===== src/rtl/reg_dump_reader.sv =====
`default_nettype none
// ============================================================================
//  Module   : reg_dump_reader
//  Purpose  : Walks every architectural register through the register file's
//             combinational read port, snapshots each value and streams it
//             out MSB-first as bytes on a valid/ready interface, preceded by
//             a single SYNC_BYTE frame header.
//  Ports    : CLK       - system clock, rising edge
//             RST       - synchronous active-high reset
//             start     - single-cycle dump request (ignored while busy)
//             rd_addr   - register index to the register file read port
//             rd_val    - register file read data for rd_addr (same cycle)
//             out_data  - stream byte
//             out_valid - out_data holds a valid byte
//             out_ready - downstream accepts the byte
//             busy      - dump in progress (non-IDLE)
//             done      - one-cycle pulse after the final byte transfers
//  Revision : 1.0 - initial release
// ============================================================================
module reg_dump_reader #(
  parameter int         REG_WIDTH      = 16,
  parameter int         NUM_REGS       = 8,
  parameter int         NUM_REGS_WIDTH = 3,
  parameter logic [7:0] SYNC_BYTE      = 8'hA5
) (
  input  logic                      CLK,
  input  logic                      RST,
  input  logic                      start,
  output logic [NUM_REGS_WIDTH-1:0] rd_addr,
  input  logic [REG_WIDTH-1:0]      rd_val,
  output logic [7:0]                out_data,
  output logic                      out_valid,
  input  logic                      out_ready,
  output logic                      busy,
  output logic                      done
);

  localparam int BYTES  = REG_WIDTH / 8;
  localparam int BCNT_W = (BYTES > 1) ? $clog2(BYTES) : 1;

  localparam logic [BCNT_W-1:0]         C_LAST_BYTE = BCNT_W'(BYTES - 1);
  localparam logic [NUM_REGS_WIDTH-1:0] C_LAST_REG  = NUM_REGS_WIDTH'(NUM_REGS - 1);
  localparam logic [NUM_REGS_WIDTH-1:0] C_IDX_ONE   = NUM_REGS_WIDTH'(1);

  typedef enum logic [2:0] {
    S_IDLE  = 3'd0,
    S_SYNC  = 3'd1,
    S_FETCH = 3'd2,
    S_SEND  = 3'd3,
    S_DONE  = 3'd4
  } state_t;

  state_t                    state_q, state_d;
  logic [NUM_REGS_WIDTH-1:0] index_q, index_d;
  logic [BCNT_W-1:0]         bcnt_q,  bcnt_d;
  logic [REG_WIDTH-1:0]      snap_q,  snap_d;

  // The index register doubles as the read address: it only changes on the
  // transfer that leads into FETCH, so it naturally holds its last value
  // everywhere else and is 0 after reset.
  assign rd_addr = index_q;

  always_ff @(posedge CLK) begin
    if (RST) begin
      state_q <= S_IDLE;
      index_q <= '0;
      bcnt_q  <= '0;
      snap_q  <= '0;
    end else begin
      state_q <= state_d;
      index_q <= index_d;
      bcnt_q  <= bcnt_d;
      snap_q  <= snap_d;
    end
  end

  always_comb begin
    state_d   = state_q;
    index_d   = index_q;
    bcnt_d    = bcnt_q;
    snap_d    = snap_q;
    out_valid = 1'b0;
    out_data  = 8'h00;
    busy      = (state_q != S_IDLE);
    done      = 1'b0;

    case (state_q)
      S_IDLE: begin
        if (start) begin
          state_d = S_SYNC;
        end
      end

      S_SYNC: begin
        out_valid = 1'b1;
        out_data  = SYNC_BYTE;
        if (out_ready) begin
          index_d = '0;
          state_d = S_FETCH;
        end
      end

      S_FETCH: begin
        // Snapshot taken here; later writes to this register are not seen.
        snap_d  = rd_val;
        bcnt_d  = '0;
        state_d = S_SEND;
      end

      S_SEND: begin
        out_valid = 1'b1;
        out_data  = snap_q[REG_WIDTH-1 -: 8];
        if (out_ready) begin
          snap_d = snap_q << 8;
          bcnt_d = bcnt_q + BCNT_W'(1);
          if (bcnt_q == C_LAST_BYTE) begin
            if (index_q == C_LAST_REG) begin
              state_d = S_DONE;
            end else begin
              index_d = index_q + C_IDX_ONE;
              state_d = S_FETCH;
            end
          end
        end
      end

      S_DONE: begin
        // start is deliberately not looked at here.
        done    = 1'b1;
        state_d = S_IDLE;
      end

      default: begin
        state_d = S_IDLE;
      end
    endcase
  end

endmodule
`default_nettype wire


===== config.mk =====
export PLATFORM = sky130hd
export DESIGN_NAME = reg_dump_reader
export DESIGN_NICKNAME = d
export VERILOG_FILES = /design/src/rtl/reg_dump_reader.sv
export SDC_FILE = /design/constraint.sdc
export NUM_CORES = 1
export LEC_CHECK = 0
export BUFFER_PORTS_ARGS = -buffer_cell sky130_fd_sc_hd__buf_2
export CORE_MARGIN = 1
export CORE_UTILIZATION = 45
export DETAILED_ROUTE_END_ITERATION = 16
export PLACE_DENSITY = 0.71
export SYNTH_ARGS = -nofsm -noshare
export SYNTH_HDL_FRONTEND = slang
export SYNTH_SLANG_ARGS = --single-unit

===== constraint.sdc =====
create_clock -name CLK -period 2.3 [get_ports CLK]
set_clock_uncertainty 0.1 [all_clocks]
set_input_delay 0.115 -clock CLK [delete_from_list [all_inputs] [get_ports CLK]]
set_output_delay 0.115 -clock CLK [all_outputs]
set_load 0.1 [all_outputs]

# Yosys cells after proc, flatten, opt, wreduce, memory -nomap -nowiden
# Index checks and enable logic that the tools add are counted.
dict set report classes {
  add_sub_neg 2
  n_reduce_logical 8
  eq_ne 10
  n_mux 18
}
# operator n
set op_table {}
lappend op_table {{16-bit case mux with 2 select lines} 1}
lappend op_table {{3-bit 2-to-1 mux} 9}
lappend op_table {{16-bit 2-to-1 mux} 1}
lappend op_table {{8-bit case mux with 2 select lines} 1}
lappend op_table {{3-bit case mux with 4 select lines} 1}
lappend op_table {{2-bit inequality test (second input constant)} 5}
lappend op_table {{3-bit by 2-bit equality test with 1-bit output (second input constant)} 2}
lappend op_table {{3-bit equality test (second input constant)} 2}
lappend op_table {{3-bit case mux with 2 select lines} 1}
lappend op_table {{5-bit AND reduction} 1}
lappend op_table {{4-bit AND reduction} 1}
lappend op_table {{2-bit nonzero test} 2}
lappend op_table {{3-bit by 1-bit adder with 3-bit output (second input constant)} 1}
lappend op_table {{3-bit by 1-bit equality test with 1-bit output (second input constant)} 1}
lappend op_table {{3-bit zero test} 1}
lappend op_table {{1-bit 2-to-1 mux} 3}
lappend op_table {{3-bit nonzero test} 1}
lappend op_table {{1-bit case mux with 2 select lines} 1}
lappend op_table {{2-bit AND reduction} 1}
lappend op_table {{2-bit OR reduction} 1}
lappend op_table {{1-bit adder (second input constant)} 1}
dict set report word_totals {
  input_bits 20
  register_bits 23
  word_cells 42
  out_inout_bits 14
}

# Longest topological paths before layout
dict set report logic_depth {
  ltp_word 5
  mapped_depth 6
  depth_no_buf 5
}

# Worst setup path after synthesis
# Ideal clock, no wire load.
dict set report synth_timing {
  path_type {register to output}
  startpoint {reg state_q[1]}
  endpoint {out done}
  required_ps 2085
  path_slack_ps -619
  arrival_ps 2704
  path_buffers 1
  stages_incl_launch_ff 3
  path_cell_list {dfxtp_1 buf_4 nor3b_1}
}
dict set report synth_between {
  elab_chain_cells 2
}
# item line_no
set synth_lines {}
lappend synth_lines {{start, declared} 53} ;# state_t state_q, state_d;
lappend synth_lines {{start signal, assigned} 70} ;# state_q <= state_d;
lappend synth_lines {{3-bit equality test} 87} ;# case (state_q)
lappend synth_lines {{1-bit 2-to-1 mux} 87}
lappend synth_lines {{end, declared} 35} ;# output logic done
# No other way between the ends.

# Worst setup path in the final report
dict set report layout_timing {
  startpoint {reg state_q[1]}
  endpoint {out out_data[4]}
}
dict set report layout_between {
  elab_chain_cells 2
  elab_cells_between_ends 3
  cone_classes {eq/ne (2); mux (1)}
}
# item line_no
set layout_lines {}
lappend layout_lines {{3-bit by 2-bit equality test with 1-bit output / 3-bit by 1-bit equality test with 1-bit output (equally long branches)} 87}
lappend layout_lines {{8-bit case mux with 2 select lines *} 87}
lappend layout_lines {{end, declared} 31} ;# output logic [7:0] out_data,
# Mark *: on every way between the ends. The rest lies on a longest branch, timed or not.

==> results by stage <==
Route:
- Summing over every cut layer, the via total after detailed routing is 1103.
- In the final routed layout, each cell accounts on average for 12.48 um.
- Dividing the detail-routed via count by the number of cells gives 5.178.
- For this run, the detailed router's first-pass iteration total came to 4.
- The final wirelength is 2.658 mm.
- In this run the remaining antenna-violating nets after routing total 0.
- For this block, the initial DRC count from the detailed router was 14.
- The remaining routing DRC violations is 0.

Final layout:
- Of the cells placed in the final design, the portion with a size suffix greater than 1 is 0.2324.
- The number of antenna diodes in the final layout is 0.
- The area overhead of the layout relative to synthesis is 28.74%.
- The number of nets in the layout is 208.
- For this run, the share of the core covered by cells in the final layout is 0.6406.
- Summing all multi-input logic gate instances after layout gives 596.8 um2.
- Across the whole layout, storage elements account for 460.4 um2.
- The filler cells instantiated in the layout total 235.

Worst setup path:
- The worst setup path is launched from a flip-flop.
- For the worst setup path, the data required time is 2.09 ns.
- The launching element of the worst setup path is state_q[1].
- The worst setup path is captured at a primary output.
- The critical path class is flip-flop to primary output.
- The worst register-to-register path ends at rd_addr[0].
- The setup slack of the most critical reg-to-reg path is 0.46 ns.
- Of all nets on the critical path, the largest fanout is 16.
- The number of cells on the worst reg-to-reg path is 5.
- STA puts the critical path data arrival time at 1.91 ns.
- In this run the critical register-to-register path is launched from rd_addr[0].

Timing:
- At the pin with the least slew margin, the transition time is 0.6290 ns.
- The relative slew slack is 0.5798.
- The total count of hold-check failures in the final report is 0.
- The max-slew violation count is 0.
- The part of the cycle the worst path needs is 0.9245.
- Counting I/O delays and the setup requirement, the final critical path takes 2.126 ns.
- The final-layout setup total negative slack is 0 ns.
- Static timing analysis puts the maximum clock frequency at 470.3 MHz.
- Setup repair after global routing left no endpoint under its margin.
- Setup violations remaining at the end of the flow were counted as 0.

Floorplanning:
- The chip width is 52.63 um.
- The area of the die is 2770 um2.
- The number of rows in the core area is 17.
- For this configuration, the core starts out at a cell density of 0.4976.
- The floorplan die height is 52.63 um.
- 34 I/O pins were placed.
- The floorplan step defined a core boundary enclosing 2318 um2.

Synth:
- Counting flops and latches in the post-synthesis netlist gives 23.
- The most common cell in the synthesized netlist is nand2_1.
- The dominant synthesized flop cell is dfxtp_1.
- The average footprint of a synthesized cell is 8.124 um2.
- Of the synthesized area, sequential elements account for 0.3991.
- The number of warning messages in the yosys log is 0.
- Counting flops with a built-in enable in the synthesized netlist gives 0.
- Sorting the synthesized cells by area gives the leading types as dfxtp_1 (40%), a21oi_1 (10%), nand2_1 (8.1%), a311oi_1 (6.1%), o21ai_0 (3.9%).
- The netlist area before placement is 1154 um2.
- The net count after synthesis is 164.
- Of all flip-flops after synthesis, the portion carrying an async set or reset was 0.
- The post-synthesis cell type with the largest combined area is dfxtp_1.
- Synthesis instantiated 30 different standard cells from the library.
- The area share of the leading cell type in the synthesized netlist is 0.3991.
- The number of cells produced by synthesis is 142.
- The commonest cells after synthesis are nand2_1 (25), a21oi_1 (23), dfxtp_1 (23).

Placement:
- The weighted congestion reported at the end of routability-driven placement is 0.7734.
- The number of buffers added on ports is 33.
- The detailed-placement wirelength estimate is 1.760 mm.

Global routing:
- For this run the aggregate overflow at the end of global routing stands at 0.
- The first global-routing pass estimated 4.443 mm of wire.
- The initial antenna violation count came to 0.
- In the global route stage, overall resource usage came out at 0.2200.
- The pin count of the biggest net entering global routing is 27.
- The via count of the first global-routing pass came to 1042.

Min path:
- The worst hold path terminates at state_q[2].
- The worst min-delay path category is input pin to flip-flop.
- The start point of the worst hold path is out_ready.
- The worst hold path passes through 3 cells.

Clocking:
- No sink is reached through more buffers than the 2 on the longest clock path.
- TritonCTS created 3 clock buffers.
- The count of clock tree sinks is 23.
- The count of buffers added by post-CTS timing repair for setup is 0.
- In this run the number of H-tree levels came out at 1.
- Clock tree synthesis selected as its root buffer the cell clkbuf_4.
- Clock latency on the worst-skew pair, taken at its later pin, is 0.30 ns.
- TritonCTS built the clock tree.
- The post-CTS clock slew at the launch and capture registers of the worst setup and hold paths is 0.11 ns.

Run:
- The tool flagged a number of max-cap violations equal to 0.

Pwr:
- The total power per unit cell area is 568.7 nW/um2.
- The leakage power of the design is 0.6178 nW.
- The worst supply voltage drop on vdd is 0.0004305 V.

Outcome:
- The run finished with clean final reports.
[per-stage QoR]
stage / hold slack (ns) / worst slack (ns) / instance area, um2 / total power (W) / std cells
2_1_floorplan: 0.1555 / 0.04923 / 1159 / 0.0006110 / 142
3_3_place_gp: 0.2605 / 0.5554 / 1299 / 0.0006467 / 193
3_5_place_dp: 0.2662 / 0.5072 / 1299 / 0.0006500 / 193
4_1_cts: 0.03870 / 0.1871 / 1485 / 0.0008511 / 213
5_1_grt: 0.07025 / 0.06462 / 1485 / 0.0008882 / 213
6_report: 0.04230 / 0.1737 / 1485 / 0.0008447 / 213
[registers in the layout, indices dropped and copies added (netlist names)]
signal   flops
rd_addr      3
state_q      3
bcnt_q       1
snap_q      16
[cells by family (layout without fill, tap and decap cells)]
logic type,Yosys count,in the layout,share of synthesized area
AOI/OAI and AO/OA,42,42,0.2180
and+or+nand+nor,53,53,0.2462
DFF,23,23,0.3991
muxes,3,3,0.02711
buffers and inverters,19,62,0.08785
adders and majority gates,2,2,0.02169
[where the power goes]
group / switching (W) / internal [W] / leakage (nW)
Combinational: 0.000156 / 0.0000698 / 0.416
Sequential: 0.0000188 / 0.000418 / 0.187
Clock: 0.000115 / 0.0000677 / 0.0150
Total: 0.000289 / 0.000555 / 0.618
[cell usage in the layout (no fill, tap or decap), drive strengths merged, types with 3 or more instances in the layout]
cell type	netlist	final
o21ai	9	9
a311oi	8	8
and2	4	4
dfxtp	23	23
a21oi	23	23
nand3b	3	3
buf	8	35
nand2b	6	6
inv	7	7
dlygate4sd3	0	16
nand2	25	25
clkbuf	4	4
nor2b	3	3
[worst max path at each step]
stage / end / slack, ns
2_1_floorplan: out_data[0] / 0.05
3_3_place_gp: rd_addr[0] / 0.56
3_5_place_dp: snap_q[11] / 0.51
4_1_cts: out_data[4] / 0.19
5_1_grt: out_data[4] / 0.06
6_report: out_data[4] / 0.17
[timing repair]
action | 4_1_cts | 5_1_grt
endpoints found under the hold margin | 16 | 0
gates resized for setup | 0 | 0
hold buffers | 16 | 0
endpoints found under the setup margin | 0 | 0
[worst max-delay path, stage by stage, from the launching register on]
cell	delay [ns]
dfxtp_1	0.65
and3b_1	0.37
and2_1	0.16
buf_2	0.42
[metal layers]
layer  vias to the layer above  global-route usage  share of wire
li1                        579                   -              -
met1                       489              0.2702           0.47
met2                        29              0.3734           0.47
met3                         6             0.03768          0.033
met4                         0             0.09211          0.020
met5                         -                   0              0
[cell type report]
type                       count  area share
multi-input combinational    100      0.4019
sequential                    23      0.3100
timing repair buffer          51      0.2291
tap                           28     0.02359
clock buffer                   4     0.01769
inverter                       7     0.01769
Note: power is estimated with default switching activity, not from simulation.
